$ cat config.mk
export PLATFORM = sky130hd
export DESIGN_NAME = fp_round_pipe
export DESIGN_NICKNAME = d
export VERILOG_FILES = /design/src/rtl/fp_round_pipe.sv
export SDC_FILE = /design/constraint.sdc
export NUM_CORES = 1
export LEC_CHECK = 0
export ABC_AREA = 1
export ABC_CLOCK_PERIOD_IN_PS = 3900
export CORE_MARGIN = 3
export CORE_UTILIZATION = 45
export CTS_BUF_LIST = sky130_fd_sc_hd__clkbuf_16
export DETAILED_ROUTE_END_ITERATION = 10
export PLACE_DENSITY = 0.8
export SYNTH_ARGS = -nofsm -noshare
export SYNTH_HDL_FRONTEND = slang
export SYNTH_SLANG_ARGS = --single-unit
$ cat constraint.sdc
create_clock -name clk_i -period 3.9 [get_ports clk_i]
set_input_delay 1.17 -clock clk_i [delete_from_list [all_inputs] [get_ports clk_i]]
set_output_delay 1.17 -clock clk_i [all_outputs]
set_load 0.05 [all_outputs]
$ cat src/rtl/fp_round_pipe.sv
// Two-stage valid/ready rounding stage. S1 latches the unrounded bundle and decides the
// round-up bit; S2 applies it, substitutes overflow/NaN results and registers the output.

package fp_pkg;
   typedef enum logic [1:0] {FP32 = 2'd0, FP16 = 2'd1, BF16 = 2'd2} fp_format_e;
   typedef enum logic [2:0] {RNE = 3'd0, RTZ = 3'd1, RDN = 3'd2, RUP = 3'd3, RMM = 3'd4} roundmode_e;

   // The bundle is sized for the widest supported format; narrower formats use the low bits.
   localparam int UR_WIDTH = 32;

   typedef struct packed {
      logic [UR_WIDTH-1:0] u_result;
      logic [1:0]          rs;
      logic                round_en;
      logic                invalid;
      logic [1:0]          exp_cout;
   } uround_res_t;

   function automatic int exp_width(fp_format_e f);
      case (f)
         FP16:    return 5;
         default: return 8;
      endcase
   endfunction

   function automatic int mant_width(fp_format_e f);
      case (f)
         FP16:    return 10;
         BF16:    return 7;
         default: return 23;
      endcase
   endfunction

   function automatic int fp_width(fp_format_e f);
      return 1 + exp_width(f) + mant_width(f);
   endfunction
endpackage

module fp_round_pipe
   import fp_pkg::*;
#(
   parameter  fp_format_e FP_FORMAT  = FP32,
   localparam int         EXP_WIDTH  = exp_width(FP_FORMAT),
   localparam int         MANT_WIDTH = mant_width(FP_FORMAT),
   localparam int         FP_WIDTH   = fp_width(FP_FORMAT)
) (
   input  logic                clk_i,
   input  logic                rst_i,
   input  logic                in_valid_i,
   output logic                in_ready_o,
   input  uround_res_t         urnd_i,
   input  roundmode_e          rnd_i,
   output logic                out_valid_o,
   input  logic                out_ready_i,
   output logic [FP_WIDTH-1:0] result_o,
   output logic [4:0]          fflags_o
);

   localparam int EMW = EXP_WIDTH + MANT_WIDTH;

   // ---------------- pipeline control ----------------
   logic s1_valid, s2_valid;
   logic s1_adv, s2_adv;

   assign s2_adv     = ~s2_valid | out_ready_i;
   assign s1_adv     = ~s1_valid | s2_adv;
   assign in_ready_o = s1_adv;

   // ---------------- S1: decide ----------------
   logic           in_sign;
   logic [EMW-1:0] in_em;
   logic           in_l, in_r, in_s;
   logic           in_rup;
   logic           in_rnx;

   assign in_sign = urnd_i.u_result[FP_WIDTH-1];
   assign in_em   = urnd_i.u_result[EMW-1:0];
   assign in_l    = in_em[0];
   assign in_r    = urnd_i.rs[1];
   assign in_s    = urnd_i.rs[0];
   assign in_rnx  = urnd_i.round_en & (in_r | in_s);

   always_comb begin
      in_rup = 1'b0;
      if (urnd_i.round_en) begin
         case (rnd_i)
            RNE:     in_rup = in_r & (in_s | in_l);
            RTZ:     in_rup = 1'b0;
            RDN:     in_rup = in_sign & (in_r | in_s);
            RUP:     in_rup = ~in_sign & (in_r | in_s);
            RMM:     in_rup = in_r;
            default: in_rup = 1'b0;
         endcase
      end
   end

   logic           s1_sign, s1_rup, s1_rnx, s1_ren, s1_inv, s1_ovf, s1_unf;
   logic [EMW-1:0] s1_em;
   roundmode_e     s1_mode;

   always_ff @(posedge clk_i or posedge rst_i) begin
      if (rst_i) begin
         s1_valid <= 1'b0;
         s1_sign  <= 1'b0;
         s1_em    <= '0;
         s1_rup   <= 1'b0;
         s1_rnx   <= 1'b0;
         s1_ren   <= 1'b0;
         s1_inv   <= 1'b0;
         s1_ovf   <= 1'b0;
         s1_unf   <= 1'b0;
         s1_mode  <= RNE;
      end else if (s1_adv) begin
         s1_valid <= in_valid_i;
         if (in_valid_i) begin
            s1_sign <= in_sign;
            s1_em   <= in_em;
            s1_rup  <= in_rup;
            s1_rnx  <= in_rnx;
            s1_ren  <= urnd_i.round_en;
            s1_inv  <= urnd_i.invalid;
            s1_ovf  <= urnd_i.exp_cout[1];
            s1_unf  <= urnd_i.exp_cout[0];
            s1_mode <= rnd_i;
         end
      end
   end

   // ---------------- S2: apply ----------------
   // One combined add lets a mantissa carry ripple straight into the exponent.
   logic [EMW-1:0]       sum;
   logic [EXP_WIDTH-1:0] post_exp;
   logic                 of, nx, uf;
   logic [FP_WIDTH-1:0]  inf_res, max_res, of_res, qnan_res;
   logic [FP_WIDTH-1:0]  s2_result_next;
   logic [4:0]           s2_flags_next;

   assign sum      = s1_em + {{(EMW-1){1'b0}}, s1_rup};
   assign post_exp = sum[EMW-1:MANT_WIDTH];
   // Bypassed bundles take overflow from exp_cout alone.
   assign of       = s1_ovf | (s1_ren & (&post_exp));
   assign nx       = s1_rnx | of;
   assign uf       = s1_unf & nx;

   assign inf_res  = {s1_sign, {EXP_WIDTH{1'b1}}, {MANT_WIDTH{1'b0}}};
   assign max_res  = {s1_sign, {(EXP_WIDTH-1){1'b1}}, 1'b0, {MANT_WIDTH{1'b1}}};
   assign qnan_res = {1'b1, {EXP_WIDTH{1'b1}}, 1'b1, {(MANT_WIDTH-1){1'b0}}};

   always_comb begin
      of_res = inf_res;
      case (s1_mode)
         RNE, RMM: of_res = inf_res;
         RTZ:      of_res = max_res;
         RDN:      of_res = s1_sign ? inf_res : max_res;
         RUP:      of_res = s1_sign ? max_res : inf_res;
         default:  of_res = inf_res;
      endcase
   end

   always_comb begin
      s2_result_next = {s1_sign, sum};
      s2_flags_next  = {3'b000, uf, nx};
      if (s1_inv) begin
         s2_result_next = qnan_res;
         s2_flags_next  = 5'b10000;
      end else if (of) begin
         s2_result_next = of_res;
         s2_flags_next  = {2'b00, 1'b1, uf, nx};
      end
   end

   always_ff @(posedge clk_i or posedge rst_i) begin
      if (rst_i) begin
         s2_valid <= 1'b0;
         result_o <= '0;
         fflags_o <= '0;
      end else if (s2_adv) begin
         s2_valid <= s1_valid;
         if (s1_valid) begin
            result_o <= s2_result_next;
            fflags_o <= s2_flags_next;
         end
      end
   end

   assign out_valid_o = s2_valid;

endmodule

==> flow_summary.toml, run 1 <==
[run_status]
outcome = "completed"

[synthesis]
seq_area_frac_synth = 0.496
postSynthAreaPerCell_um2 = 7.62
ys.flop_type = "dfrtp_1"
synth_area_leaders = "dfrtp_1 50%, nand2_1 21%, nor2_1 4.6%"
synthDistinctLibCells = 31
synth_cells = 523
yosys-top-cells-count = "226 x nand2_1, 79 x dfrtp_1, 49 x nor2_1"
synth_area_mm2 = 0.00398
synth_top_area_cell = "dfrtp_1"
syn-num-nets = 570
synthArstFlopShare = 1.00
synth-edff-count = 0
yosysMostFrequentCell = "nand2_1"
ys_ff_latch = 79
yosysWarnings = 0
yosysTopAreaCellShare = 0.496

[drt]
num_vias = 3596
drt-initial-drc-count = 243
postRouteAntennaNets = 0
via_per_inst = 5.03
wl_per_cell_um = 13.6
dr.pass1.iters = 5
drc = 0
wirelength_mm = 9.73

[floorplan]
die_area_mm2 = 0.0100
rows = 33
fp.dieH_um = 100
die_w_um = 100
pin_count = 84
core_mm2 = 0.00842
start_util = 0.473

[pwr]
switchingPower_mw = 1.22
p_comb_frac = 0.378
power.density_mw_per_mm2 = 584
clkPwrFrac = 0.246
p_seq_frac = 0.376
switching_share = 0.403
p_leak_nw = 2.44
p_int_mw = 1.80
ir_drop_v = 0.000289

[sta]
fin_ws_ps = 753
setup_tns_ps = 0
rsz0062_at_grt = "false"
tightestPinTransition_ps = 690
period_minus_slack_ps = 3150
finalSetupViolCount = 0
fin_skew_ps = 6.48
period_share = 0.807
hold_violations = 0
slew_violations = 0
fmax_mhz = 318
holdWs_ps = 478
slew-limit-headroom = 0.540

[global_routing]
grt_overflow_total = 0
track_usage = 0.203
met2_usage = 0.317
globalRouteMet3Util = 0.0341
grt_start_max_net_pins = 44
antenna_found_initial = 0
busiest_layer = "met2"
use_met1 = 0.294
grt_pass1_wl_mm = 16.4
grt_pass1_vias = 3431

[cells_and_area]
antenna_cells = 0
final_layout_size_suffix_gt1_frac = 0.0607
layout.nets = 652
fin_util = 0.614
syn2layout_area_growth_pct = 29.9
final_cells = 715

[worst_setup_path]
start_kind = "primary input"
crit_slowest_cell = "clkdlybuf4s50_1"
cp.arrival_ps = 1980
crit_type = "in -> out"
cp_data_required_time_ps = 2730
cpPeakStageDelay_ps = 460
critPathCaptureType = "primary output"
worstPathMaxFanout = 3
crit_chain = "clkdlybuf4s50_1 -> inv_1 -> nand3_1 -> buf_4"

[placed_design]
dp_hpwl_mm = 7.44
gp_congestion = 0.860
pre_cts_slack_ps = 753
placedCellCount = 699
portBuffers = 82

[cts]
post-cts-setup-buffers = 0
htree_levels = 3
cts_made_buffers = 9
clock_tree.buffer_depth = 2
cts.sinks = 79
cts_tree = "built"
clock_latency_ps = 330
cts-root-buf = "clkbuf_16"
cts_hold_buf = 0
cts_resized = 0
path_clk_slew_ps = 60

[worst_hold_path]
hold_path_class = "reg -> reg"

[flow_run]
max-cap-violations = 0
-- sequential cells by signal, summed over array words and instances (netlist names) --
| name | count |
|---|---|
| s1_unf | 1 |
| s1_sign | 1 |
| s1_rnx | 1 |
| s1_em | 31 |
| s1_ovf | 1 |
| s1_valid | 1 |
| s1_rup | 1 |
| out_valid_o | 1 |
| s1_ren | 1 |
| fflags_o | 4 |
| result_o | 32 |
| s1_inv | 1 |
| s1_mode | 3 |
-- layout by cell type (no fill, tap or decap), types with 2 or more instances in the layout --
cell type and n:
clkinvlp_4 2, clkdlybuf4s50_1 81, inv_1 33, xor2_1 16, xnor2_1 6, o21ai_1 6
clkinv_2 2, nor4_1 2, ha_1 2, a21oi_1 3, nor2_4 2, nand2_4 2
nor2_2 5, a31oi_1 3, nor2_1 49, clkbuf_16 9, dfrtp_1 79, nand2_2 3
nand3_1 35, nand2_1 226, o22ai_1 4, nand3b_1 3, buf_4 6, o21ai_0 20
-- path summary, 6_finish.rpt --
| kind | startpoint | to | slack, ps | cells after the start |
|---|---|---|---|---|
| max | out_ready_i | in_ready_o | 750 | 4 |
| min | s1_unf | fflags_o[1] | 480 | 2 |
| max reg2reg | s1_em[0] | result_o[12] | 1120 | 15 |
| min reg2reg | s1_unf | fflags_o[1] | 480 | 2 |
| max in group asynchronous | rst_i | s1_em[17] | 2220 | 3 |
| min in group asynchronous | rst_i | result_o[13] | 1270 | 3 |
-- routing by layer --
| layer | routed length (um) | share of wire |
|---|---|---|
| met1 | 4500 | 0.46 |
| met2 | 4490 | 0.46 |
| met5 | 0 | 0 |
| met4 | 140 | 0.014 |
| met3 | 602 | 0.062 |
-- logic make-up after synthesis --
| logic type | after synthesis | share of synthesized area |
|---|---|---|
| flops | 79 | 0.496 |
| fa+ha+maj | 2 | 0.00628 |
| compound gates | 37 | 0.0496 |
| xor+xnor | 22 | 0.0484 |
| simple gates | 332 | 0.346 |
| buf+inv | 50 | 0.0521 |
| other cells | 1 | 0.000941 |
-- area by class of cell --
type | count | area [um2]
fillers | 754 | 3250
flip-flops and latches | 79 | 1980
multi-input cells | 394 | 1800
repair buffers | 88 | 876
clock buffers | 9 | 225
well taps | 105 | 131
inverters | 33 | 124
clock inverters | 7 | 41.3
-- power groups by stage --
stage | sequential (mW) | clock, mW | combinational (mW)
final | 1.14 | 0.744 | 1.14
after global routing | 1.16 | 0.792 | 1.22
after CTS | 1.14 | 0.755 | 1.15
after detailed placement | 1.15 | 0 | 1.14
after global placement | 1.14 | 0 | 1.12
after floorplan | 1.53 | 0 | 0.347
-- stage by stage --
step                      power (mW)  instance area (um2)
after floorplan                 1.88                 3980
after global placement          2.26                 4910
after detailed placement        2.29                 4910
after CTS                       3.04                 5170
after global routing            3.18                 5170
final                           3.02                 5170
-- worst max-delay path: cells and delay by family --
kind | cells | cell delay [ps]
buffers and inverters | 3 | 720
and+or+nand+nor | 1 | 90
Power figures use the tool's default switching activity.
==> run 2: changes to the inputs <==
--- a/config.mk
+++ b/config.mk
@@ -6,7 +6,7 @@
 export NUM_CORES = 1
 export LEC_CHECK = 0
 export ABC_AREA = 1
-export ABC_CLOCK_PERIOD_IN_PS = 3900
+export ABC_CLOCK_PERIOD_IN_PS = 3200
 export CORE_MARGIN = 3
 export CORE_UTILIZATION = 45
 export CTS_BUF_LIST = sky130_fd_sc_hd__clkbuf_16
==> constraint.sdc (replaced) <==
create_clock -name clk_i -period 3.2 [get_ports clk_i]
set_input_delay 0.96 -clock clk_i [delete_from_list [all_inputs] [get_ports clk_i]]
set_output_delay 0.96 -clock clk_i [all_outputs]
set_load 0.05 [all_outputs]
==> flow_summary.toml, run 2 (synthesis gave the netlist of run 1 again) <==
[run_status]
outcome = "completed"

[worst_setup_path]
start_kind = "primary input"
cpPeakStageDelay_ps = 400
crit_family = "buffers and inverters"
cp_num_buf_inv = 3
crit_cells = 4
cp_data_required_time_ps = 2240
crit_slowest_cell = "clkdlybuf4s50_1"
worstPathMaxFanout = 3
crit_chain = "clkdlybuf4s50_1 -> inv_1 -> nand3_1 -> buf_12"
r2r.worst_path.cells = 15
critPathCaptureType = "primary output"
crit_type = "in -> out"
cp.arrival_ps = 1780

[floorplan]
rows = 33
die_area_mm2 = 0.0100
start_util = 0.473
die_w_um = 100
fp.dieH_um = 100
pin_count = 84
core_mm2 = 0.00842

[pwr]
p_seq_frac = 0.359
switchingPower_mw = 1.49
p_leak_nw = 2.48
power.density_mw_per_mm2 = 735
p_comb_frac = 0.363
clkPwrFrac = 0.277
switching_share = 0.386
ir_drop_v = 0.000406
p_int_mw = 2.36

[drt]
wl_per_cell_um = 13.8
wirelength_mm = 9.85
postRouteAntennaNets = 0
via_per_inst = 5.08
drc = 0
drt-initial-drc-count = 208
num_vias = 3632
dr.pass1.iters = 5

[sta]
slew-limit-headroom = 0.607
rsz0062_at_grt = "false"
tightestPinTransition_ps = 590
slew_violations = 0
fmax_mhz = 365
fin_ws_ps = 460
finalSetupViolCount = 0
period_share = 0.856
period_minus_slack_ps = 2740
setup_tns_ps = 0
hold_violations = 0
fin_skew_ps = 9.10

[global_routing]
track_usage = 0.206
grt_pass1_wl_mm = 16.7
antenna_found_initial = 0
grt_pass1_vias = 3555
grt_overflow_total = 0
grt_start_max_net_pins = 80

[cts]
cts.sinks = 79
cts-root-buf = "clkbuf_16"
cts_made_buffers = 9
path_clk_slew_ps = 60
cts_tree = "built"
htree_levels = 3
post-cts-setup-buffers = 0
cts_resized = 0
cts_hold_buf = 0
clock_latency_ps = 330
clock_tree.buffer_depth = 2

[cells_and_area]
layout_common_cells = "226 x nand2_1, 81 x clkdlybuf4s50_1, 79 x dfrtp_1, 49 x nor2_1, 35 x nand3_1"
final_common_cell = "nand2_1"
largest_reg_flops = 32
layout.nets = 652
final_area_mm2 = 0.00524
final_layout_size_suffix_gt1_frac = 0.0607
syn2layout_area_growth_pct = 31.6
top_register = "result_o"
antenna_cells = 0
reg_top3 = "result_o x32, s1_em x31, fflags_o x4"
fin_util = 0.623
final_cells = 715

[placed_design]
pre_cts_slack_ps = 459
gp_congestion = 0.915
dp_hpwl_mm = 7.49
portBuffers = 82
placed_cell_area_mm2 = 0.00493
placedCellCount = 699

[flow_run]
max-cap-violations = 0

[worst_hold_path]
min_path_cells = 2
hold_path_class = "reg -> reg"
[run 2: changes by cell type in the layout (fill, tap and decap cells not counted)]
cell	delta
buf_12	+2
buf_4	-2
bufinv_16	+2
clkinv_4	-1
clkinvlp_4	-2
inv_6	+1
[run 2: path summary, 6_finish.rpt]
check,from,endpoint,slack [ps]
max in group asynchronous,rst_i,s1_em[18],1840
worst min-delay path,s1_unf,fflags_o[1],480
worst min register to register,s1_unf,fflags_o[1],480
worst max register to register,s1_rup,result_o[17],550
min in group asynchronous,rst_i,result_o[6],1050
worst max-delay path,out_ready_i,in_ready_o,460
[run 2: worst register-to-register path, cell delays in order, from the launching register on]
cell      delay (ps)
dfrtp_1          350
ha_1             240
ha_1             220
nand3_1          110
inv_1             90
nand2_1          120
nor2_2           220
nand3b_1         130
nand2_1           80
nand3_1           80
nor2_2           140
nand2_2          100
nand2_4          180
nand2_4          150
nand2_2          180
o21ai_0          110
[run 2: final cells by class]
class | count | area, um2
Fill cell | 743 | 3180
Clock inverter | 7 | 86.3
Inverter | 33 | 124
Timing Repair Buffer | 88 | 901
Clock buffer | 9 | 225
Multi-Input combinational cell | 394 | 1800
Sequential cell | 79 | 1980
Tap cell | 105 | 131
[run 2: through the flow]
step                      power [mW]  hold WS (ps)
after CTS                       3.87           484
after global placement          2.77           456
final                           3.85           478
after global routing            4.04           501
after floorplan                 2.29           442
after detailed placement        2.80           468
[run 2: routing by layer]
layer  part of all wire  GRT usage  vias to the layer above
met5                  0          0                        -
met4              0.012     0.0591                        0
met3              0.052     0.0278                       10
met2               0.48      0.341                      103
met1               0.46      0.284                     1718
li1                   -          -                     1801
[run 2: power by group through the flow]
stage	Sequential (mW)	Clock [mW]	Combinational, mW
5_1_grt	1.42	1.13	1.50
6_report	1.38	1.07	1.40
4_1_cts	1.39	1.08	1.41
3_3_place_gp	1.39	0	1.38
2_1_floorplan	1.87	0	0.423
3_5_place_dp	1.40	0	1.40
==> run 3: changes to the inputs <==
--- a/config.mk
+++ b/config.mk
@@ -6,12 +6,12 @@
 export NUM_CORES = 1
 export LEC_CHECK = 0
 export ABC_AREA = 1
-export ABC_CLOCK_PERIOD_IN_PS = 3200
 export CORE_MARGIN = 3
 export CORE_UTILIZATION = 45
 export CTS_BUF_LIST = sky130_fd_sc_hd__clkbuf_16
 export DETAILED_ROUTE_END_ITERATION = 10
 export PLACE_DENSITY = 0.8
+export SETUP_SLACK_MARGIN = 0.3
 export SYNTH_ARGS = -nofsm -noshare
 export SYNTH_HDL_FRONTEND = slang
 export SYNTH_SLANG_ARGS = --single-unit
==> flow_summary.toml, run 3 (synthesis gave the netlist of run 1 again) <==
[drt]
dr.pass1.iters = 5
wirelength_mm = 10.0
wl_per_cell_um = 14.0
drc = 0
drt-initial-drc-count = 147
postRouteAntennaNets = 0
via_per_inst = 4.98
num_vias = 3564

[worst_setup_path]
cp_data_required_time_ps = 2240
cp.arrival_ps = 1780
worstPathMaxFanout = 3
critPathCaptureType = "primary output"
crit_type = "in -> out"
reg2reg_slack_ps = 560
start_kind = "primary input"

[placed_design]
gp_congestion = 0.877
pre_cts_slack_ps = 462
portBuffers = 82
placed_cell_area_mm2 = 0.00492
dp_hpwl_mm = 7.56
placedCellCount = 699

[sta]
slew_violations = 0
fin_ws_ps = 459
hold_violations = 0
period_minus_slack_ps = 2740
setup_tns_ps = 0
slew-limit-headroom = 0.653
rsz0062_at_grt = "false"
finalSetupViolCount = 0
fmax_mhz = 365
fin_skew_ps = 8.93
period_share = 0.857
holdWs_ps = 481
tightestPinTransition_ps = 519

[cts]
cts_made_buffers = 9
htree_levels = 3
cts_hold_buf = 0
cts_tree = "built"
cts-root-buf = "clkbuf_16"
clock_latency_ps = 340
cts.sinks = 79
clock_tree.buffer_depth = 2
path_clk_slew_ps = 60

[cells_and_area]
layout.nets = 652
layout_common_cells = "225 x nand2_1, 81 x clkdlybuf4s50_1, 79 x dfrtp_1, 49 x nor2_1, 35 x nand3_1"
final_area_mm2 = 0.00527
final_cells = 715
antenna_cells = 0
top_register = "result_o"
reg_top3 = "result_o x32, s1_em x31, fflags_o x4"
syn2layout_area_growth_pct = 32.3
largest_reg_flops = 32
fillCellCount = 742
fin_util = 0.626
final_layout_size_suffix_gt1_frac = 0.0656
final_common_cell = "nand2_1"

[pwr]
switchingPower_mw = 1.53
finalPower_mw = 3.83
p_leak_nw = 2.46
ir_drop_v = 0.000347
switching_share = 0.400
power.density_mw_per_mm2 = 726
clkPwrFrac = 0.271
p_comb_frac = 0.367
p_seq_frac = 0.362
p_int_mw = 2.30

[floorplan]
fp.dieH_um = 100
pin_count = 84
die_area_mm2 = 0.0100
start_util = 0.473
rows = 33
die_w_um = 100
core_mm2 = 0.00842

[flow_run]
max-cap-violations = 0

[global_routing]
grt_pass1_wl_mm = 16.8
antenna_found_initial = 0
track_usage = 0.210
grt_overflow_total = 0
grt_pass1_vias = 3528
grt_start_max_net_pins = 80

[worst_hold_path]
hold_path_class = "reg -> reg"

[run_status]
outcome = "completed"
==> run 3: cell count changes in the layout (fill, tap and decap cells not counted), sizes merged <==
cell / before / now
bufinv: 2 / 1
inv: 35 / 34
clkinv: 3 / 2
clkinvlp: 0 / 3
==> run 3: worst paths after layout <==
kind | cells after the start | to | startpoint
hold reg to reg | 2 | fflags_o[1] | s1_unf
setup / recovery | 4 | in_ready_o | out_ready_i
max in group asynchronous | 3 | s1_em[19] | rst_i
min in group asynchronous | 3 | fflags_o[2] | rst_i
setup reg to reg | 15 | result_o[16] | s1_rup
hold / removal | 2 | fflags_o[1] | s1_unf
==> run 3: critical path, cell delays in order <==
cell,delay [ps]
clkdlybuf4s50_1,400
inv_1,70
nand3_1,150
buf_12,200
==> run 3: cell type report <==
| type | instances | area (um2) | share of cell area |
|---|---|---|---|
| clock buffer | 9 | 225 | 0.0427 |
| clock inverter | 7 | 80.1 | 0.0152 |
| sequential | 79 | 1980 | 0.375 |
| inverter | 33 | 128 | 0.0242 |
| timing repair buffer | 88 | 888 | 0.168 |
| tap | 105 | 131 | 0.0249 |
| multi-input combinational | 394 | 1840 | 0.350 |
==> run 3: routing by layer <==
metal / GRT usage / vias up / wire length (um)
met1: 0.288 / 1649 / 4530
li1: - / 1799 / -
met3: 0.0396 / 13 / 561
met5: 0 / - / 0
met2: 0.336 / 103 / 4740
met4: 0.0736 / 0 / 163
==> run 3: power groups by stage <==
| stage | registers [mW] | clock network [mW] | logic (mW) |
|---|---|---|---|
| global placement | 1.39 | 0 | 1.37 |
| finish | 1.39 | 1.04 | 1.40 |
| global route | 1.42 | 1.09 | 1.51 |
| floorplan | 1.87 | 0 | 0.424 |
| CTS | 1.39 | 1.05 | 1.41 |
| detailed placement | 1.40 | 0 | 1.40 |
==> run 3: what timing repair did <==
item | in CTS | in global routing
setup buffers | 0 | 0
resized for setup | 0 | 8
endpoints found under the setup margin | 0 | 23
